$ cat config.mk
export PLATFORM = sky130hd
export DESIGN_NAME = cpu_run_ctrl
export DESIGN_NICKNAME = d
export VERILOG_FILES = /design/src/rtl/cpu_run_ctrl_pkg.sv /design/src/rtl/cpu_run_ctrl_bp.sv /design/src/rtl/cpu_run_ctrl.sv
export SDC_FILE = /design/constraint.sdc
export NUM_CORES = 1
export LEC_CHECK = 0
export ABC_AREA = 1
export CORE_MARGIN = 10
export CORE_UTILIZATION = 43
export DETAILED_ROUTE_END_ITERATION = 10
export GPL_TIMING_DRIVEN = 0
export PLACE_DENSITY = 0.77
export SYNTH_ARGS = -nofsm -noshare
export SYNTH_HDL_FRONTEND = slang
export SYNTH_SLANG_ARGS = --single-unit
$ cat constraint.sdc
create_clock -name clk -period 3.2 [get_ports clk]
set_clock_uncertainty 0.15 [all_clocks]
set_input_delay 0.64 -clock clk [delete_from_list [all_inputs] [get_ports clk]]
set_output_delay 0.64 -clock clk [all_outputs]
set_load 0.05 [all_outputs]
$ cat src/rtl/cpu_run_ctrl_pkg.sv
// cpu_run_ctrl_pkg
//   Shared definitions for the run/step/halt controller: the FSM state
//   encoding, which the debug UART and the bench also decode from the
//   2-bit `state` output.
package cpu_run_ctrl_pkg;

  typedef enum logic [1:0] {
    ST_RST  = 2'd0,
    ST_HALT = 2'd1,
    ST_RUN  = 2'd2,
    ST_STEP = 2'd3
  } run_state_e;

endpackage

$ cat src/rtl/cpu_run_ctrl_bp.sv
// bp_compare
//   Bank of NUM_BP breakpoint comparators. Slot i is hit when it is enabled
//   and its address equals the current pc.
// Ports:
//   pc       in   ADDR_W         address the core executes this cycle
//   bp_addr  in   NUM_BP*ADDR_W  slot i at [i*ADDR_W +: ADDR_W]
//   bp_en    in   NUM_BP         per-slot enable
//   hit      out  NUM_BP         per-slot match vector (combinational)
module bp_compare #(
  parameter int ADDR_W = 32,
  parameter int NUM_BP = 2
) (
  input  logic [ADDR_W-1:0]        pc,
  input  logic [NUM_BP*ADDR_W-1:0] bp_addr,
  input  logic [NUM_BP-1:0]        bp_en,
  output logic [NUM_BP-1:0]        hit
);

  always_comb begin
    hit = '0;
    for (int i = 0; i < NUM_BP; i++) begin
      hit[i] = bp_en[i] && (pc == bp_addr[i*ADDR_W +: ADDR_W]);
    end
  end

endmodule

$ cat src/rtl/cpu_run_ctrl.sv
// cpu_run_ctrl
//   Run/step/halt controller for the simple CPU core. Stretches the board
//   reset into a core reset, generates the core clock-enable, halts on PC
//   breakpoints and counts executed cycles.
// Ports:
//   clk         in   1              system clock, rising edge
//   pcrst       in   1              asynchronous active-low reset
//   pc          in   ADDR_W         address executed when core_ce=1
//   run_req     in   1              resume free-run (honoured in HALT)
//   step_req    in   1              execute one instruction (honoured in HALT)
//   halt_req    in   1              stop (honoured in RUN)
//   bp_addr     in   NUM_BP*ADDR_W  breakpoint addresses
//   bp_en       in   NUM_BP         breakpoint enables
//   cyc_clr     in   1              synchronous clear of cyc_cnt
//   core_rst_n  out  1              core reset, active-low (registered)
//   core_ce     out  1              core clock-enable (combinational)
//   state       out  2              FSM state, RST=0 HALT=1 RUN=2 STEP=3
//   halted      out  1              state==HALT (registered)
//   bp_hit      out  NUM_BP         sticky breakpoint-hit flags
//   cyc_cnt     out  CNT_W          cycles with core_ce=1, wraps
//
// Handshake: run_req/step_req/halt_req are level-sampled every cycle; a
// single-cycle pulse issues one request, a held level re-issues it in every
// cycle where the current state accepts it. There is no ready/ack.
module cpu_run_ctrl
  import cpu_run_ctrl_pkg::*;
#(
  parameter int ADDR_W    = 32,
  parameter int NUM_BP    = 2,
  parameter int RST_HOLD  = 4,
  parameter int CNT_W     = 32,
  parameter int START_RUN = 1
) (
  input  logic                     clk,
  input  logic                     pcrst,
  input  logic [ADDR_W-1:0]        pc,
  input  logic                     run_req,
  input  logic                     step_req,
  input  logic                     halt_req,
  input  logic [NUM_BP*ADDR_W-1:0] bp_addr,
  input  logic [NUM_BP-1:0]        bp_en,
  input  logic                     cyc_clr,
  output logic                     core_rst_n,
  output logic                     core_ce,
  output logic [1:0]               state,
  output logic                     halted,
  output logic [NUM_BP-1:0]        bp_hit,
  output logic [CNT_W-1:0]         cyc_cnt
);

  localparam int HOLD_W = (RST_HOLD > 1) ? $clog2(RST_HOLD) : 1;
  localparam logic [HOLD_W-1:0] HOLD_LAST = HOLD_W'(RST_HOLD - 1);
  localparam run_state_e EXIT_ST = (START_RUN != 0) ? ST_RUN : ST_HALT;

  run_state_e        st, st_nxt;
  logic [HOLD_W-1:0] hold_cnt;
  logic [NUM_BP-1:0] hit_vec;
  logic              skip;
  logic              match;
  logic              leave_halt;

  bp_compare #(
    .ADDR_W (ADDR_W),
    .NUM_BP (NUM_BP)
  ) u_bp (
    .pc      (pc),
    .bp_addr (bp_addr),
    .bp_en   (bp_en),
    .hit     (hit_vec)
  );

  // skip masks breakpoints for the first RUN cycle after leaving HALT so a
  // resume from a breakpoint PC executes that instruction.
  assign match = (|hit_vec) && !skip;
  assign state = st;

  always_comb begin
    st_nxt     = st;
    core_ce    = 1'b0;
    leave_halt = 1'b0;
    case (st)
      ST_RST: begin
        if (hold_cnt == HOLD_LAST) st_nxt = EXIT_ST;
      end
      ST_RUN: begin
        core_ce = !halt_req && !match;
        if (halt_req || match) st_nxt = ST_HALT;
      end
      ST_HALT: begin
        // step has priority when both requests arrive together
        if (step_req) begin
          st_nxt     = ST_STEP;
          leave_halt = 1'b1;
        end else if (run_req) begin
          st_nxt     = ST_RUN;
          leave_halt = 1'b1;
        end
      end
      ST_STEP: begin
        core_ce = 1'b1;
        st_nxt  = ST_HALT;
      end
      default: st_nxt = ST_RST;
    endcase
  end

  always_ff @(posedge clk or negedge pcrst) begin
    if (!pcrst) begin
      st         <= ST_RST;
      hold_cnt   <= '0;
      core_rst_n <= 1'b0;
      halted     <= 1'b0;
      bp_hit     <= '0;
      skip       <= 1'b0;
      cyc_cnt    <= '0;
    end else begin
      st         <= st_nxt;
      core_rst_n <= (st_nxt != ST_RST);
      halted     <= (st_nxt == ST_HALT);
      if (st == ST_RST) hold_cnt <= hold_cnt + HOLD_W'(1);
      if (leave_halt) begin
        bp_hit <= '0;
        skip   <= 1'b1;
      end else if (st == ST_RUN) begin
        skip <= 1'b0;
        if (match) bp_hit <= bp_hit | hit_vec;
      end
      if (cyc_clr)      cyc_cnt <= '0;
      else if (core_ce) cyc_cnt <= cyc_cnt + CNT_W'(1);
    end
  end

endmodule

==> impl_metrics.json, run 1 <==
{
  "hold_buffers": 0,
  "wl_per_cell_um": 15.7,
  "finalWirelength_um": 15000,
  "hold_class": "input pin to async pin",
  "drcViolationCount": 0,
  "avgSynthCellArea_um2": 6.08,
  "r2r_setup_slack_ns": 1.02,
  "clockRootBuffer": "clkbuf_8",
  "fmax_mhz": 321,
  "die_area_um2": 13800,
  "die_h_um": 117,
  "grt_pass1_vias": 4587,
  "reg2reg_to": "cyc_cnt[30]",
  "cts_tree": "done",
  "dpl.hpwl_um": 12300,
  "dr.pass1.iters": 5,
  "worst_ep_arrival_time_ns": 2.33,
  "drive_above_1_share_pct": 8.84,
  "pin_count": 143,
  "syn_to_final_growth_pct": 44.8,
  "grt_usage_pct": 20.9,
  "vias": 4736,
  "start_kind": "input pin",
  "worst_r2r_path_depth": 10,
  "drt_iter0_drc": 383,
  "synth-seq-cells": 41,
  "clock_latency_ns": 0.30,
  "diodes": 0,
  "die_w_um": 117,
  "finalCritPeriodShare_pct": 97.4,
  "path_max_fanout": 2,
  "place_congestion": 0.937,
  "powerDensity_nw_per_um2": 339,
  "core_area_um2": 9240,
  "cts_buffer_depth": 2,
  "hold_ws_ns": 0.0969,
  "syn_inst": 672,
  "fin_util_pct": 64.0,
  "period_needed_ns": 3.12,
  "initial_core_util_pct": 44.2,
  "power_leakage_uw": 0.00315,
  "endpoint_kind": "output pin",
  "path_clk_slew_ns": 0.08,
  "cap_violations": 0,
  "worstMarginPinSlew_ns": 0.572,
  "yosys_warnings": 0,
  "vdd_drop_max_uv": 304,
  "synth.distinct_cells": 38,
  "cts_made_buffers": 5,
  "place_area_um2": 5680,
  "setup_viol": 0,
  "cts_sinks": 41,
  "postRouteAntennaNets": 0,
  "syn_area_um2": 4090,
  "nNetsFinal": 931,
  "synth_nets": 778,
  "grt_pass1_wl_um": 24300,
  "worstSetupPathType": "input pin to output pin",
  "overflow": 0,
  "hold_viol": 0,
  "grt_antenna_before_repair": 0,
  "htree_levels": 2,
  "synth_seq_area_share_pct": 25.1,
  "portBuffers": 142,
  "worstPathRequired_ns": 2.41,
  "final_area_um2": 5920,
  "relSlewSlack_pct": 61.8,
  "via_per_inst": 4.96,
  "r2r-start": "cyc_cnt[1]",
  "grt_max_degree": 28,
  "slew_violations": 0,
  "outcome": "completed",
  "rows": 35
}
## placed cells by master (no fill, tap or decap), types with 5 or more instances in the layout
cell type	instances
nand3_2	11
nor2_1	58
dfrtp_1	41
xnor2_1	28
dlymetal6s2s_1	16
inv_1	117
nor3_1	16
nand2_2	7
buf_4	8
nand3_1	39
nand4_1	48
clkbuf_8	7
clkbuf_1	6
o21ai_0	6
nor2_2	5
nand2_1	217
clkdlybuf4s50_1	122
inv_2	14
xor2_1	16
## timing repair
action / CTS / global route
setup endpoints to repair: 1 / 1
setup buffers: 3 / 1
gates resized for setup: 13 / 35
hold endpoints to repair: 0 / 0
pin swaps: 3 / 12
## final cells by class
| cell class | instances | area [um2] |
|---|---|---|
| plain buffers | 14 | 85.1 |
| clock buffers | 7 | 96.3 |
| clock inverters | 1 | 5.00 |
| fillers | 862 | 3320 |
| inverters | 133 | 499 |
| multi-input cells | 483 | 2530 |
| flip-flops and latches | 41 | 1030 |
| well taps | 129 | 161 |
| repair buffers | 147 | 1510 |
## power by group
part,switching (uW),total [uW],internal [uW]
clock network,188,383,195
registers,54.1,627,573
logic,609,993,385
total,851,2000,1150
## through the flow
stage | std cells | setup slack, ns | power (uW) | setup TNS (ns)
after CTS | 954 | 0.0414 | 2000 | 0
after global routing | 955 | -0.0293 | 2120 | -0.0293
after global placement | 943 | -0.790 | 1580 | -0.790
final | 955 | 0.0846 | 2000 | 0
after detailed placement | 944 | -0.798 | 1600 | -0.798
after floorplan | 672 | 0.733 | 1220 | 0
## synth_stat cells
master	count	share of area, %
inv_2	9	0.83
or2_1	4	0.61
buf_4	4	0.73
nand2_2	1	0.15
a21boi_0	1	0.18
nor3_1	16	2.0
buf_8	1	0.37
or3_1	1	0.15
nor4_2	1	0.31
clkbuf_1	6	0.55
nand3b_1	2	0.37
mux2_2	1	0.28
nand2_4	1	0.28
o211ai_1	1	0.18
nand3_2	10	2.4
nor3_2	1	0.24
nand4_1	48	7.3
xor2_1	16	3.4
nand2_1	223	20
ha_1	2	0.61
nand3_4	1	0.43
nor4_1	4	0.61
xnor2_1	32	6.9
nor3_4	1	0.40
a21boi_1	1	0.18
clkinv_1	2	0.18
inv_1	122	11
nor2_1	61	5.6
a21oi_1	3	0.37
o21ai_0	6	0.73
o21ai_1	1	0.12
nand3_1	40	4.9
nor2_2	2	0.31
buf_6	2	0.55
nor4_4	1	0.52
or2_0	1	0.15
buf_2	2	0.24
dfrtp_1	41	25
## critical path, stage by stage
cell and delay (ns):
clkdlybuf4s50_1 0.56, xnor2_1 0.15, nand2_1 0.07, nor2_1 0.11, nand2_1 0.10, nor2_2 0.11, nand3_2 0.10, nand2_2 0.09
nand2_2 0.07, nand3_4 0.10, nand2_8 0.07, buf_8 0.16
## sequential cells by signal, indices dropped and copies added, names as in the netlist
register and count:
skip 1, state 2, halted 1, cyc_cnt 32, hold_cnt 2, bp_hit 2, core_rst_n 1
## logic make-up (layout without fill, tap and decap cells)
logic type | Yosys count | in the layout | synth area share, %
and+or+nand+nor | 419 | 419 | 47.3
buffers and inverters | 148 | 302 | 14.7
xor gates and xnor gates | 48 | 48 | 10.3
DFF | 41 | 41 | 25.1
AOI/OAI and AO/OA | 13 | 13 | 1.78
adders and majority gates | 2 | 2 | 0.612
muxes | 1 | 1 | 0.276
## per-layer routing
metal	routed length (um)	vias to the layer above	share of wire (%)	global-route usage, %
met5	0	-	0	0
met4	212	0	1.4	3.79
li1	-	2384	-	-
met1	6540	2131	44	27.1
met3	1170	24	7.8	4.51
met2	7040	197	47	35.1
## worst max path at each step
stage / slack [ns] / from / depth (start not counted) / to
after floorplan: 0.73 / pc[25] / 12 / core_ce
after global placement: -0.79 / pc[25] / 14 / core_ce
after detailed placement: -0.80 / pc[25] / 14 / core_ce
after CTS: 0.04 / pc[21] / 15 / core_ce
after global routing: -0.03 / bp_addr[7] / 13 / core_ce
final: 0.08 / pc[20] / 12 / core_ce
Power figures use the tool's default switching activity.
==> run 2: changes to the inputs <==
--- a/config.mk
+++ b/config.mk
@@ -5,12 +5,12 @@
 export SDC_FILE = /design/constraint.sdc
 export NUM_CORES = 1
 export LEC_CHECK = 0
-export ABC_AREA = 1
 export CORE_MARGIN = 10
 export CORE_UTILIZATION = 43
+export CTS_BUF_LIST = sky130_fd_sc_hd__clkbuf_16
 export DETAILED_ROUTE_END_ITERATION = 10
 export GPL_TIMING_DRIVEN = 0
-export PLACE_DENSITY = 0.77
+export PLACE_DENSITY = 0.84
 export SYNTH_ARGS = -nofsm -noshare
 export SYNTH_HDL_FRONTEND = slang
 export SYNTH_SLANG_ARGS = --single-unit
==> constraint.sdc (replaced) <==
create_clock -name clk -period 3.2 [get_ports clk]
set_clock_uncertainty 0.15 [all_clocks]
set_input_delay 0.64 -clock clk [delete_from_list [all_inputs] [get_ports clk]]
set_output_delay 0.64 -clock clk [all_outputs]
set_load 0.005 [all_outputs]
==> impl_metrics.json, run 2 <==
{
  "cts_buffer_depth": 2,
  "final_common_cell": "clkdlybuf4s50_1",
  "clockRootBuffer": "clkbuf_16",
  "path_max_fanout": 3,
  "die_area_um2": 10500,
  "portBuffers": 142,
  "fmax_mhz": 314,
  "intPower_uw": 1260,
  "cap_violations": 0,
  "syn_to_final_growth_pct": 63.8,
  "slew_violations": 0,
  "yosysTopAreaCellShare_pct": 34.9,
  "drt_iter0_drc": 202,
  "dr.pass1.iters": 5,
  "via_per_inst": 5.58,
  "p_sw_share_pct": 32.1,
  "yosysMostFrequentCell": "dfrtp_1",
  "initial_core_util_pct": 43.7,
  "period_needed_ns": 3.18,
  "powerDensity_nw_per_um2": 386,
  "synth-seq-cells": 41,
  "crit_end": "core_ce",
  "hold_viol": 0,
  "finalCritPeriodShare_pct": 99.5,
  "htree_levels": 2,
  "synth_seq_area_share_pct": 34.9,
  "cts_made_buffers": 5,
  "pin_count": 143,
  "fin_util_pct": 71.6,
  "vias": 3202,
  "endpoint_kind": "output pin",
  "worst_ep_arrival_time_ns": 2.39,
  "grt_pass1_vias": 3268,
  "nNetsFinal": 600,
  "clock_latency_ns": 0.28,
  "grt_max_degree": 31,
  "wl_per_cell_um": 19.9,
  "r2r-start": "state[0]",
  "worstMarginPinSlew_ns": 0.552,
  "grt_most_used_layer": "met2",
  "ys_async_sr_fraction_pct": 100,
  "yosys_warnings": 0,
  "start_kind": "input pin",
  "setup_ws_ns": 0.0157,
  "grt_usage_pct": 21.4,
  "yosysTopAreaCell": "dfrtp_1",
  "setup_viol": 0,
  "multi_input_area_um2": 1950,
  "startpoint": "bp_addr[38]",
  "fillers": 498,
  "synth_nets": 437,
  "drive_above_1_share_pct": 11.9,
  "tns_ns": 0,
  "cts_tree": "done",
  "die_h_um": 103,
  "synth_common_cells": "dfrtp_1 (41), xor2_1 (34), xnor2_1 (33), a21oi_1 (21)",
  "outcome": "completed",
  "vdd_drop_max_uv": 336,
  "overflow": 0,
  "hold_ws_ns": 0.0842,
  "grt_use_met3_pct": 3.02,
  "place_congestion": 0.839,
  "p_comb_share_pct": 36.2,
  "seq_power_share_pct": 33.7,
  "grt_antenna_before_repair": 0,
  "diodes": 0,
  "relSlewSlack_pct": 62.7,
  "syn_area_um2": 2940,
  "synth.distinct_cells": 42,
  "syn_inst": 331,
  "avgSynthCellArea_um2": 8.88,
  "regMostFlops": "cyc_cnt",
  "rows": 30,
  "yosys_most_used_dff": "dfrtp_1",
  "p_sw_uw": 596,
  "pre_cts_ws_ns": -1.01,
  "worstSetupPathType": "input pin to output pin",
  "hold_buffers": 0,
  "core_area_um2": 6720,
  "synth_edf_count": 0,
  "largest_register_ffs": 32,
  "met1_usage_pct": 23.8,
  "die_w_um": 103,
  "synth.area.top_cells": "dfrtp_1 (35%), xor2_1 (10%), xnor2_1 (9.8%)",
  "reg2reg_to": "cyc_cnt[23]",
  "clock_power_share_pct": 30.1,
  "cts_sinks": 41,
  "finalWirelength_um": 11400,
  "drcViolationCount": 0,
  "hold_class": "input pin to async pin",
  "dpl.hpwl_um": 9120,
  "rsz0062_at_grt": "true",
  "postRouteAntennaNets": 0,
  "worstPathRequired_ns": 2.41,
  "worst_r2r_path_depth": 7,
  "r2r_setup_slack_ns": 0.32,
  "grt_pass1_wl_um": 17400,
  "path_clk_slew_ns": 0.06,
  "seq_area_um2": 1030,
  "final_cell_mix": "clkdlybuf4s50_1 (86), dfrtp_1 (41), xor2_1 (32), xnor2_1 (32), dlygate4sd2_1 (32)",
  "power_leakage_uw": 0.00201,
  "use_met2_pct": 42.0
}
run 2: cell types whose count changed in the layout (fill, tap and decap cells not counted), moves of 14 or more:
cell,previous run,this run
nand2_1,217,19
inv_2,14,0
a21oi_1,3,21
clkdlybuf4s50_1,122,86
nor2_1,58,19
xor2_1,16,32
nand4_1,48,14
or3_1,1,17
nand3_1,39,16
dlygate4sd2_1,2,32
inv_1,117,6
run 2: kinds of logic (layout without fill, tap and decap cells):
family,Yosys count,in the layout,share of synthesized area (%)
buf+inv,18,181,2.98
mux,9,9,3.53
fa+ha+maj,2,2,0.852
flops,41,41,34.9
compound gates,53,53,10.7
simple gates,141,141,27.0
xor+xnor,67,67,20.0
run 2: repair_timing:
action                                  in CTS  in global routing
endpoints found under the hold margin        0                  0
setup buffers                               10                  5
pin swaps                                   17                 13
resized for setup                           73                 25
endpoints found under the setup margin      15                  7
run 2: final cells by class:
| class | instances | share of cell area [%] |
|---|---|---|
| multi-input cells | 272 | 40.6 |
| repair buffers | 158 | 31.4 |
| flip-flops and latches | 41 | 21.3 |
| clock buffers | 5 | 2.60 |
| well taps | 80 | 2.08 |
| plain buffers | 10 | 0.806 |
| clock inverters | 2 | 0.728 |
| inverters | 6 | 0.468 |
run 2: per-stage QoR:
stage | cell area, um2 | std cells | total power, uW
after global placement | 4460 | 553 | 1260
after CTS | 4710 | 570 | 1850
after detailed placement | 4470 | 554 | 1290
final | 4810 | 574 | 1860
after floorplan | 2940 | 331 | 936
after global routing | 4810 | 574 | 1950
run 2: metal layers:
metal	routed length [um]	share of wire, %	vias to the layer above
li1	-	-	1519
met1	4150	36	1555
met2	6560	57	117
met3	619	5.4	11
met4	120	1.0	0
met5	0	0	-
run 2: how the worst min path moves through the flow:
stage | start | endpoint | cells past startpoint
after floorplan | pcrst | bp_hit[0] | 0
after global placement | hold_cnt[0] | hold_cnt[0] | 1
after detailed placement | hold_cnt[0] | hold_cnt[0] | 1
after CTS | pcrst | cyc_cnt[24] | 1
after global routing | pcrst | cyc_cnt[16] | 1
final | pcrst | cyc_cnt[24] | 1
run 2: critical path, stage by stage:
cell             delay [ns]
clkdlybuf4s50_1        0.49
xnor2_1                0.13
nand4_1                0.16
nor4_4                 0.39
a41oi_2                0.24
nand3_4                0.17
inv_1                  0.05
buf_2                  0.12
run 2: power by group through the flow:
| stage | logic [uW] | clock network [uW] | registers, uW |
|---|---|---|---|
| after global routing | 739 | 581 | 631 |
| after floorplan | 318 | 0 | 618 |
| after global placement | 637 | 0 | 627 |
| final | 672 | 558 | 626 |
| after detailed placement | 660 | 0 | 626 |
| after CTS | 666 | 561 | 622 |
==> run 3: changes to the inputs <==
--- a/config.mk
+++ b/config.mk
@@ -5,12 +5,13 @@
 export SDC_FILE = /design/constraint.sdc
 export NUM_CORES = 1
 export LEC_CHECK = 0
+export CAP_MARGIN = 40
 export CORE_MARGIN = 10
-export CORE_UTILIZATION = 43
+export CORE_UTILIZATION = 41
 export CTS_BUF_LIST = sky130_fd_sc_hd__clkbuf_16
 export DETAILED_ROUTE_END_ITERATION = 10
 export GPL_TIMING_DRIVEN = 0
-export PLACE_DENSITY = 0.84
+export PLACE_DENSITY = 0.81
 export SYNTH_ARGS = -nofsm -noshare
 export SYNTH_HDL_FRONTEND = slang
 export SYNTH_SLANG_ARGS = --single-unit
==> constraint.sdc (replaced) <==
create_clock -name clk -period 3.6 [get_ports clk]
set_clock_uncertainty 0.15 [all_clocks]
set_input_delay 0.72 -clock clk [delete_from_list [all_inputs] [get_ports clk]]
set_output_delay 0.72 -clock clk [all_outputs]
set_load 0.005 [all_outputs]
==> impl_metrics.json, run 3 (synthesis results as in run 2) <==
{
  "outcome": "completed",
  "start_kind": "input pin",
  "power_leakage_uw": 0.00193,
  "r2r-start": "skip",
  "diodes": 0,
  "grt_usage_pct": 19.3,
  "largest_register_ffs": 32,
  "dpl.hpwl_um": 9030,
  "endpoint_kind": "output pin",
  "pin_count": 143,
  "grt_pass1_vias": 3269,
  "r2r_setup_slack_ns": 0.76,
  "clock_latency_ns": 0.28,
  "syn_to_final_growth_pct": 61.5,
  "grt_pass1_wl_um": 17200,
  "cts_made_buffers": 5,
  "finalWirelength_um": 11100,
  "path_max_fanout": 3,
  "rsz0062_at_grt": "false",
  "grt_max_degree": 33,
  "final_cell_mix": "clkdlybuf4s50_1 (99), dfrtp_1 (41), xor2_1 (34), dlygate4sd2_1 (34), xnor2_1 (33)",
  "vias": 3129,
  "tns_ns": 0,
  "cts_sinks": 41,
  "htree_levels": 2,
  "core_area_um2": 6870,
  "postRouteAntennaNets": 0,
  "final_area_um2": 4740,
  "place_area_um2": 4490,
  "fillers": 577,
  "crit_family": "simple AND/OR/NAND/NOR gates",
  "grt_antenna_before_repair": 0,
  "setup_viol": 0,
  "crit_buf_inv": 3,
  "dr.pass1.iters": 4,
  "cts_buffer_depth": 2,
  "worstSetupPathType": "input pin to output pin",
  "path_clk_slew_ns": 0.06,
  "cpMaxStageDelayCell": "or4_4",
  "portBuffers": 142,
  "initial_core_util_pct": 42.8,
  "wl_per_cell_um": 19.0,
  "vdd_drop_max_uv": 355,
  "slew_violations": 0,
  "via_per_inst": 5.36,
  "hold_viol": 0,
  "regMostFlops": "cyc_cnt",
  "relSlewSlack_pct": 47.8,
  "worstMarginPinSlew_ns": 0.776,
  "drive_above_1_share_pct": 8.81,
  "hold_buffers": 0,
  "nNetsFinal": 593,
  "die_h_um": 105,
  "die_w_um": 105,
  "period_needed_ns": 3.53,
  "cp_cell_sequence": "clkdlybuf4s50_1 -> xor2_1 -> nor4_2 -> nand3_1 -> or4_4 -> nand3_4 -> inv_2 -> clkdlybuf4s15_2",
  "powerDensity_nw_per_um2": 348,
  "cts_tree": "done",
  "worstPathRequired_ns": 2.73,
  "clockRootBuffer": "clkbuf_16",
  "startpoint": "bp_addr[6]",
  "cpPeakStageDelay_ns": 0.56,
  "overflow": 0,
  "worst_r2r_path_depth": 8,
  "hold_class": "input pin to async pin",
  "drt_iter0_drc": 174,
  "place_congestion": 0.859,
  "final_common_cell": "clkdlybuf4s50_1",
  "reg2reg_to": "cyc_cnt[29]",
  "drcViolationCount": 0,
  "fmax_mhz": 283,
  "rows": 30,
  "fin_util_pct": 69.1,
  "power.total_uw": 1650,
  "cap_violations": 0,
  "worst_ep_arrival_time_ns": 2.66,
  "hold_ws_ns": 0.140,
  "finalCritPeriodShare_pct": 98.0,
  "die_area_um2": 11000
}
run 3: changes by cell type in the layout (fill, tap and decap cells not counted), sizes merged, moves of 2 or more:
cell           previous run  this run
clkdlybuf4s15            11         1
dlygate4sd2              32        34
clkdlybuf4s50            86        99
buf                      21        11
run 3: worst register-to-register path: stages (launching register included):
cell	delay, ns
dfrtp_1	0.44
nor4b_2	0.28
o2111ai_1	0.18
buf_4	0.17
buf_4	0.12
nor4_1	0.59
nor2_1	0.30
nand3_1	0.16
mux2_2	0.33
run 3: area by class of cell:
class                      instances  area (um2)  share of cell area (%)
sequential                        41        1030                    21.6
clock buffer                       5         125                    2.64
clock inverter                     3        41.3                   0.870
buffer                            10        38.8                   0.818
timing repair buffer             151        1470                    31.0
inverter                           6        22.5                   0.475
tap                               96         120                    2.53
multi-input combinational        272        1900                    40.0
run 3: timing repair:
action	4_1_cts	5_1_grt
resized for setup	47	10
endpoints found under the setup margin	1	1
pin swaps	13	6
setup buffers	7	1
run 3: power by group:
group / internal (uW) / switching (uW)
Clock: 325 / 182
Sequential: 508 / 48.0
Combinational: 290 / 298
Total: 1120 / 528
run 3: how the worst max path moves through the flow:
stage	depth (start not counted)	end	slack [ns]
2_1_floorplan	8	core_ce	0.55
3_3_place_gp	10	core_ce	-0.75
3_5_place_dp	10	core_ce	-0.75
4_1_cts	9	core_ce	0.004
5_1_grt	8	core_ce	0.01
6_report	8	core_ce	0.07
run 3: metrics by stage:
step | instances | setup slack (ns)
after global routing | 584 | 0.0108
after CTS | 584 | 0.00357
final | 584 | 0.0724
after global placement | 569 | -0.746
after floorplan | 331 | 0.550
after detailed placement | 570 | -0.752
run 3: metal layers:
metal	vias to the layer above	GRT usage (%)	routed length (um)
met3	16	4.05	612
met2	91	35.8	6150
met4	0	5.10	193
met5	-	0	0
li1	1515	-	-
met1	1507	21.7	4120
